### src/rtl/kbd_pkg.sv
// Shared scan-code constants, parser state type and note table for the
// PS/2 keyboard note blocks.
package kbd_pkg;

  localparam int BASE_W = 16;

  localparam logic [7:0] SC_BRK    = 8'hF0;
  localparam logic [7:0] SC_EXT    = 8'hE0;
  localparam logic [7:0] SC_OCT_DN = 8'h4E;
  localparam logic [7:0] SC_OCT_UP = 8'h55;

  localparam logic [7:0] SC_C4 = 8'h1C;
  localparam logic [7:0] SC_D4 = 8'h1B;
  localparam logic [7:0] SC_E4 = 8'h23;
  localparam logic [7:0] SC_F4 = 8'h2B;
  localparam logic [7:0] SC_G4 = 8'h34;
  localparam logic [7:0] SC_A4 = 8'h33;
  localparam logic [7:0] SC_B4 = 8'h3B;
  localparam logic [7:0] SC_C5 = 8'h42;
  localparam logic [7:0] SC_D5 = 8'h4B;
  localparam logic [7:0] SC_E5 = 8'h4C;
  localparam logic [7:0] SC_F5 = 8'h52;
  localparam logic [7:0] SC_G5 = 8'h5D;
  localparam logic [7:0] SC_A5 = 8'h5A;

  typedef enum logic [1:0] {
    PS_IDLE,
    PS_BRK,
    PS_EXT,
    PS_EXTBRK
  } parse_state_t;

  typedef struct packed {
    logic              hit;
    logic [BASE_W-1:0] base;
  } note_entry_t;

  // Scan code -> base frequency word; hit=0 for non-note codes.
  function automatic note_entry_t note_lookup(input logic [7:0] code);
    note_entry_t e;
    e.hit  = 1'b1;
    e.base = '0;
    case (code)
      SC_C4:   e.base = 16'h0106;
      SC_D4:   e.base = 16'h0126;
      SC_E4:   e.base = 16'h014A;
      SC_F4:   e.base = 16'h015D;
      SC_G4:   e.base = 16'h0188;
      SC_A4:   e.base = 16'h01B8;
      SC_B4:   e.base = 16'h01EE;
      SC_C5:   e.base = 16'h020B;
      SC_D5:   e.base = 16'h024B;
      SC_E5:   e.base = 16'h0293;
      SC_F5:   e.base = 16'h02BA;
      SC_G5:   e.base = 16'h0310;
      SC_A5:   e.base = 16'h0370;
      default: e.hit  = 1'b0;
    endcase
    return e;
  endfunction

endpackage

### src/rtl/kbd_note_rom.sv
// Combinational scan-code to base-frequency lookup.
module kbd_note_rom
  import kbd_pkg::*;
(
  input  logic [7:0]        code,
  output logic              hit,
  output logic [BASE_W-1:0] base_freq
);

  note_entry_t entry;

  // Table lookup through the shared package function.
  always_comb begin
    entry = note_lookup(code);
  end

  assign hit       = entry.hit;
  assign base_freq = entry.base;

endmodule

### src/rtl/kbd_note_tracker.sv
// Polyphonic PS/2 note tracker: pops scan codes from the keyboard FIFO,
// allocates held notes to channels and emits note-on/off events.
module kbd_note_tracker
  import kbd_pkg::*;
#(
  parameter int NCH     = 4,
  parameter int FW      = 16,
  parameter int CNTW    = 8,
  parameter int OCT_MAX = 2,
  localparam int OW     = (OCT_MAX > 0) ? $clog2(OCT_MAX + 1) : 1,
  localparam int CW     = (NCH > 1) ? $clog2(NCH) : 1
) (
  input  logic              clk,
  input  logic              clrn,
  input  logic [7:0]        ps2_data,
  input  logic              ps2_ready,
  output logic              nextdata_n,
  output logic [NCH*FW-1:0] freq,
  output logic [NCH-1:0]    active,
  output logic [7:0]        last_code,
  output logic [OW-1:0]     octave,
  output logic [CNTW-1:0]   press_cnt,
  output logic              evt_valid,
  input  logic              evt_ready,
  output logic              evt_on,
  output logic [CW-1:0]     evt_ch,
  output logic [FW-1:0]     evt_freq,
  output logic              drop
);

  localparam int SW = BASE_W + OCT_MAX + FW;
  localparam logic [SW-1:0] FW_MAX  = {{(SW-FW){1'b0}}, {FW{1'b1}}};
  localparam logic [OW-1:0] OCT_TOP = OW'(OCT_MAX);

  parse_state_t state, state_nxt;

  logic              consume;
  logic              is_make;
  logic              is_break;

  logic [7:0]        ch_code [NCH];
  logic [FW-1:0]     ch_freq [NCH];

  logic              rom_hit;
  logic [BASE_W-1:0] rom_base;
  logic [SW-1:0]     shifted;
  logic [FW-1:0]     note_freq;

  logic              hit_found;
  logic [CW-1:0]     hit_idx;
  logic              free_found;
  logic [CW-1:0]     free_idx;

  kbd_note_rom u_rom (
    .code      (ps2_data),
    .hit       (rom_hit),
    .base_freq (rom_base)
  );

  // A byte is taken only when the FIFO has data, no pop is in flight and
  // any pending event can be overwritten.
  assign consume = ps2_ready && nextdata_n && !(evt_valid && !evt_ready);

  // Pop strobe: low for exactly the cycle after a byte is consumed.
  always_ff @(posedge clk or negedge clrn) begin
    if (!clrn) nextdata_n <= 1'b1;
    else       nextdata_n <= ~consume;
  end

  // Parser state register.
  always_ff @(posedge clk or negedge clrn) begin
    if (!clrn) state <= PS_IDLE;
    else       state <= state_nxt;
  end

  // Parser next state; extended sequences are swallowed.
  always_comb begin
    state_nxt = state;
    if (consume) begin
      case (state)
        PS_IDLE: begin
          if (ps2_data == SC_BRK)      state_nxt = PS_BRK;
          else if (ps2_data == SC_EXT) state_nxt = PS_EXT;
        end
        PS_BRK:    state_nxt = PS_IDLE;
        PS_EXT:    state_nxt = (ps2_data == SC_BRK) ? PS_EXTBRK : PS_IDLE;
        PS_EXTBRK: state_nxt = PS_IDLE;
        default:   state_nxt = PS_IDLE;
      endcase
    end
  end

  // Parser outputs: classify the consumed byte as make or break.
  always_comb begin
    is_make  = 1'b0;
    is_break = 1'b0;
    if (consume) begin
      case (state)
        PS_IDLE: is_make  = (ps2_data != SC_BRK) && (ps2_data != SC_EXT);
        PS_BRK:  is_break = 1'b1;
        default: ;
      endcase
    end
  end

  // Octave-shifted frequency, saturated to the FW-bit range.
  always_comb begin
    shifted   = SW'(rom_base) << octave;
    note_freq = (shifted > FW_MAX) ? '1 : shifted[FW-1:0];
  end

  // Channel search: channel already holding this code, and lowest free one.
  always_comb begin
    hit_found  = 1'b0;
    hit_idx    = '0;
    free_found = 1'b0;
    free_idx   = '0;
    for (int unsigned i = 0; i < NCH; i++) begin
      if (!hit_found && active[i] && (ch_code[i] == ps2_data)) begin
        hit_found = 1'b1;
        hit_idx   = CW'(i);
      end
      if (!free_found && !active[i]) begin
        free_found = 1'b1;
        free_idx   = CW'(i);
      end
    end
  end

  // Flatten per-channel frequencies onto the output bus.
  always_comb begin
    freq = '0;
    for (int unsigned i = 0; i < NCH; i++) begin
      freq[i*FW +: FW] = ch_freq[i];
    end
  end

  // Channel table, octave, counters and single-entry event register.
  always_ff @(posedge clk or negedge clrn) begin
    if (!clrn) begin
      for (int unsigned i = 0; i < NCH; i++) begin
        ch_code[i] <= '0;
        ch_freq[i] <= '0;
      end
      active    <= '0;
      last_code <= '0;
      octave    <= '0;
      press_cnt <= '0;
      evt_valid <= 1'b0;
      evt_on    <= 1'b0;
      evt_ch    <= '0;
      evt_freq  <= '0;
      drop      <= 1'b0;
    end else begin
      drop <= 1'b0;
      if (evt_valid && evt_ready) evt_valid <= 1'b0;

      if (is_make) begin
        last_code <= ps2_data;
        if (ps2_data == SC_OCT_UP) begin
          if (octave != OCT_TOP) octave <= octave + OW'(1);
        end else if (ps2_data == SC_OCT_DN) begin
          if (octave != '0) octave <= octave - OW'(1);
        end else if (rom_hit && !hit_found) begin
          if (free_found) begin
            ch_code[free_idx] <= ps2_data;
            ch_freq[free_idx] <= note_freq;
            active[free_idx]  <= 1'b1;
            press_cnt         <= press_cnt + CNTW'(1);
            evt_valid         <= 1'b1;
            evt_on            <= 1'b1;
            evt_ch            <= free_idx;
            evt_freq          <= note_freq;
          end else begin
            drop <= 1'b1;
          end
        end
      end

      // Note-off reports the frequency the channel was playing.
      if (is_break && hit_found) begin
        active[hit_idx]  <= 1'b0;
        ch_freq[hit_idx] <= '0;
        evt_valid        <= 1'b1;
        evt_on           <= 1'b0;
        evt_ch           <= hit_idx;
        evt_freq         <= ch_freq[hit_idx];
      end
    end
  end

endmodule

### config.mk
export PLATFORM = sky130hd
export DESIGN_NAME = kbd_note_tracker
export DESIGN_NICKNAME = d
export VERILOG_FILES = /design/src/rtl/kbd_pkg.sv /design/src/rtl/kbd_note_rom.sv /design/src/rtl/kbd_note_tracker.sv
export SDC_FILE = /design/constraint.sdc
export NUM_CORES = 1
export LEC_CHECK = 0
export ABC_AREA = 1
export CORE_ASPECT_RATIO = 1.5
export CORE_UTILIZATION = 25
export DETAILED_ROUTE_END_ITERATION = 10
export PLACE_DENSITY = 0.5
export SYNTH_ARGS = -nofsm -noshare
export SYNTH_HDL_FRONTEND = slang
export SYNTH_SLANG_ARGS = --single-unit
### constraint.sdc
create_clock -name clk -period 4.97 [get_ports clk]
set_input_delay 0.7455 -clock clk [delete_from_list [all_inputs] [get_ports clk]]
set_output_delay 0.7455 -clock clk [all_outputs]
set_load 0.01 [all_outputs]
; ---- After elaboration in Yosys (flattened, before gate mapping)
; Index checks and enable logic that the tools add are counted.
[op_classes]
bitwise_logic = 10
n_mux = 86
shift = 1
order_cmp = 9
n_addsub = 3
n_reduce_logical = 45
eq_ne = 31
[ops]
columns = op, count
row1 = 64-bit 2-to-1 mux, 6
row2 = 16-bit 2-to-1 mux, 11
row3 = 10-bit one-hot mux with 13 select lines, 1
row4 = 64-bit bitwise AND, 1
row5 = 64-bit bitwise mux, 1
row6 = 16-bit demux with 2-bit select, 2
row7 = 8-bit by 7-bit == test with 1-bit output (second input constant), 8
row8 = 64-bit NOT, 1
row9 = 8-bit by 6-bit == test with 1-bit output (second input constant), 5
row10 = 1-bit 2-to-1 mux, 35
row11 = 34-bit by 16-bit greater-than comparator with 1-bit output (second input constant), 1
row12 = 2-bit 2-to-1 mux, 17
row13 = 16-bit by 2-bit left shift with 34-bit output, 1
row14 = 16-bit binary-select mux with 2-bit select, 1
row15 = 32-bit bitwise mux, 1
row16 = 8-bit == test, 4
row17 = 4-bit 2-to-1 mux, 6
row18 = 1-bit logical AND, 21
row19 = 8-bit demux with 2-bit select, 1
row20 = 8-bit by 5-bit == test with 1-bit output (second input constant), 2
row21 = 8-bit == test (second input constant), 2
row22 = 8-bit != test (second input constant), 2
row23 = 13-bit OR reduction, 1
row24 = 2-bit nonzero test, 6
row25 = other kinds (26), 48
[totals]
elab_cells = 204
out_inout_bits = 108
ff_bits = 142
inputBits = 12

; ---- Logic depth before layout (Yosys ltp)
[logic_depth]
ltp_word = 23
mapped_depth = 17
mapped_depth_nobuf = 15

; ---- Modules after synthesis
; From an unflattened synthesis, not the netlist that was laid out.
[hier_totals]
cells_unflattened = 1253
hier_area_um2 = 8738.4
[modules_own_cells]
columns = mod, cells_per_inst, seq_area_each_um2, n_inst, area_per_inst_um2
row1 = kbd_note_tracker, 1162, 3554.7, 1, 8300.5
row2 = kbd_note_rom, 91, 0.0, 1, 437.9

; ---- Least setup slack after synthesis
; No wires, ideal clock.
[synth_timing]
kind = input -> register
start = in ps2_data[4]
end = reg ch_freq, in the netlist freq[32]
t_required_ns = 4.835
slack_ns = 2.654
stages = 17
arrival_ns = 2.181
cell_sequence = buf_4 > inv_2 > buf_6 > nand2_1 > nand2_1 > nor2_1 > inv_1 > nor2_1 > nand2_1 > nand2_2 > nor2_4 > buf_6 > nand3_2 > nor2_4 > nand2_1 > nand2_1 > nor2_1
[synth_via]
elab_chain_len = 23
elab_cells_between_ends = 65
cone_classes = order compare: 3 / eq/ne: 21 / shift: 1 / mux: 21 / bitwise: 3 / reduce/logical: 16
[synth_lines]
columns = element, line
row1 = "start, declared", kbd_note_tracker.sv:15  ; input logic [7:0] ps2_data,
row2 = branches (longest 22 deep; another with 34-bit by 16-bit greater-than comparator with 1-bit output), n/a
row3 = 64-bit 2-to-1 mux *, kbd_note_tracker.sv:181  ; if (is_break && hit_found) begin
row4 = "end signal, assigned by index", kbd_note_tracker.sv:167  ; ch_freq[free_idx] <= note_freq;
row5 = "end, declared", kbd_note_tracker.sv:42  ; logic [FW-1:0] ch_freq [NCH];
; Mark *: on every way between the ends.
; A chain may end at the register's enable or synchronous reset.

; ---- Worst setup path after layout
[layout_timing]
start = in ps2_data[2]
end = reg ch_freq, in the netlist freq[17]
; The elaborated chain is that of the path after synthesis.

==> flow_summary.ini <==
[timing]
rsz0062_at_grt = false
worst_slew_pin_slew_ns = 0.7233
skew_ns = 0.01170
slew_headroom_pct = 51.41
fmax_ghz = 0.2671
period_share_pct = 75.33
finalCriticalPeriod_ns = 3.744
setup_viol_count_final = 0
final.setup.tns_ns = 0
final-max-slew-violation-count = 0
finalHoldViolations = 0

[layout]
stdcell_count = 1782
syn_to_final_growth_pct = 25.16
drive_gt1_share_pct = 7.783
antenna_cells = 0
fin_util_pct = 31.73
nets = 1362
n_fill_cell = 3597

[place]
port_buffers = 119
placed_cells = 1750
place_congestion = 0.8890
dp_hpwl_mm = 23.19

[pwr]
peakVddDrop_uv = 168.0
powerDensity_nw_per_um2 = 385.7
fin_total_pwr_mw = 4.092
p_leak_nw = 5.723

[floorplanning]
core_um2 = 33450
dieArea_um2 = 34670
rows = 82
initial_core_util_pct = 25.35
die_w_um = 152.4
die_h_um = 227.5
num_io_pins = 120

[critical_path]
slowest_delay_ns = 0.79
ff2ff_path_depth = 11
crit_path_frequent_cell = inv_2
crit_path_max_fanout = 41
worstPathArrival_ns = 4.07
start_kind = input pin
path_cells = clkdlybuf4s50_1 > inv_2 > nand2_1 > nor2_1 > nand4_2 > nand3_2 > inv_2 > nand2_1 > inv_2 > nand4_4 > o21ai_1 > nor2_1
crit_slowest_cell = clkdlybuf4s50_1
worstPathRequired_ns = 5.29
cp-end-kind = flip-flop
criticalPathCategory = input pin to flip-flop

[clock_network]
cts_root_buf = clkbuf_16
cts_resized = 0
post_cts_buffers = 0
cts-buffers-inserted = 17
clk_latency_ns = 0.44
cts_tree = built
clk_pin_slew_ns = 0.07
cts_max_path_buffers = 2
clock-sinks = 142
cts_max_level = 4
cts_hold_buf = 0

[grt]
grt_max_degree = 56
track_usage_pct = 18.17
antenna_found_initial = 0
grt_pass1_vias = 8099
grt.overflow.total = 0
grt_pass1_wl_mm = 46.92

[yosys]
syn_area_per_cell_um2 = 6.810
syn_nets = 1258
ys_warn_count = 0
ys_seq_elements = 142
syn-instance-count = 1245
synth.distinct_cells = 38
synth-seq-area-share_pct = 41.93
synth.cell_area_um2 = 8478

[flow_run]
maxCapViolations = 0

[min_path]
hp-class = input pin to asynchronous set/reset pin

[drt]
antenna_left = 0
drc = 16
wl_mm = 30.55
dr.pass1.iters = 8
wl_per_cell_um = 17.14
num_vias = 8171
drtIter0Drc = 531
viasPerCell = 4.585

[status]
status = complete, but fails checks
violations = design-rule violations
==> final cells by class <==
class	count	area (um^2)	share of cell area [%]
Tap cell	420	525.5	4.952
Clock inverter	12	202.7	1.910
Multi-Input combinational cell	889	3939	37.12
Inverter	168	640.6	6.037
Sequential cell	142	3555	33.50
Timing Repair Buffer	131	1282	12.09
Clock buffer	20	466.7	4.398
==> path summary, 6_finish.rpt <==
check,start,to,slack (ns)
setup / recovery,ps2_data[2],freq[17],1.23
hold / removal,clrn,freq[37],0.26
setup reg to reg,active[3],freq[63],2.09
hold reg to reg,evt_on,evt_on,0.47
max in group asynchronous,clrn,last_code[7],3.62
min in group clk,evt_on,evt_on,0.47
==> sequential cells by signal, summed over array words and instances (netlist names), 4 cells and up <==
name and flops:
ch_code 32, active 4, freq 64, evt_freq 16
last_code 8, press_cnt 8
==> synthesized netlist by cell type <==
master      n  area [um^2]
a21oi_1    18        90.09
a21oi_2     5        43.79
a31oi_1     1        6.260
and3b_1     1        8.760
buf_2      11        55.05
buf_4      14        105.1
buf_6      14        157.7
clkbuf_1    7        26.28
clkinv_1    1        3.750
dfrtp_1   141         3528
dfstp_2     1        26.28
ha_1        1        12.51
inv_1     153        574.3
inv_2      10        37.54
inv_4       4        25.02
nand2_1   419         1573
nand2_2    13        81.33
nand2_4     3        33.78
nand3_1   106        530.5
nand3_2     5        50.05
nand3b_1    2        15.01
nand4_1     7        43.79
nand4_2     3        37.54
nand4_4     3        63.81
nor2_1    208        780.8
nor2_2      9        56.30
nor2_4      3        33.78
nor3_1      8        40.04
nor3_2      2        20.02
nor4_1      3        18.77
o211ai_1    2        15.01
o21a_1      1        7.510
o21ai_0    34        170.2
o21ai_1    17        85.08
o22ai_1     3        18.77
or2_1       1        6.260
xnor2_1     3        26.28
xor2_1      8        70.07
==> cell families (layout without fill, tap and decap cells) <==
logic type	count (synthesis)	in the layout	synth area share [%]
adders and majority gates	1	1	0.1476
buffers and inverters	214	331	11.61
xor gates and xnor gates	11	11	1.136
and+or+nand+nor	796	796	40.02
DFF	142	142	41.93
AOI/OAI and AO/OA	81	81	5.151
==> report_power, final <==
| part | internal (mW) | leakage [nW] | total [mW] | switching (mW) |
|---|---|---|---|---|
| clock | 0.936 | 0.328 | 1.48 | 0.545 |
| sequential | 1.35 | 1.64 | 1.55 | 0.195 |
| combinational | 0.489 | 3.76 | 1.07 | 0.577 |
| total | 2.78 | 5.72 | 4.09 | 1.32 |
==> worst max-delay path: cells and delay by family <==
family          cells  cell delay (ns)
simple gates        7             1.52
buf+inv             4             1.45
compound gates      1             0.32
==> through the flow <==
| step | setup slack [ns] | hold slack [ns] | cell area, um^2 |
|---|---|---|---|
| floorplan | 2.654 | 0.4499 | 8478 |
| global placement | 0.7994 | 0.4583 | 9942 |
| detailed placement | 0.7697 | 0.4679 | 9942 |
| CTS | 1.213 | 0.2866 | 10610 |
| global route | 0.8943 | 0.2972 | 10610 |
| finish | 1.226 | 0.2586 | 10610 |
==> cells in the final DEF, fill, tap and decap left out, drive strengths merged, types with 3 or more instances in the layout <==
master / netlist / layout
nor4: 3 / 3
inv: 167 / 171
clkbuf: 7 / 20
a21oi: 23 / 23
xor2: 8 / 8
nor3: 10 / 10
clkdlybuf4s50: 0 / 118
nor2: 220 / 220
nand3: 111 / 111
dfrtp: 141 / 141
xnor2: 3 / 3
buf: 39 / 13
o21ai: 51 / 51
o22ai: 3 / 3
clkinv: 1 / 3
bufinv: 0 / 5
nand4: 13 / 13
nand2: 435 / 435
==> routing by layer <==
layer	up-vias	GRT usage, %	share of wire, %
met2	244	34.62	54
met1	3841	19.48	39
met4	0	9.151	3.8
met3	51	2.684	3.7
met5	-	0	0
li1	4035	-	-
Power figures use the tool's default switching activity.
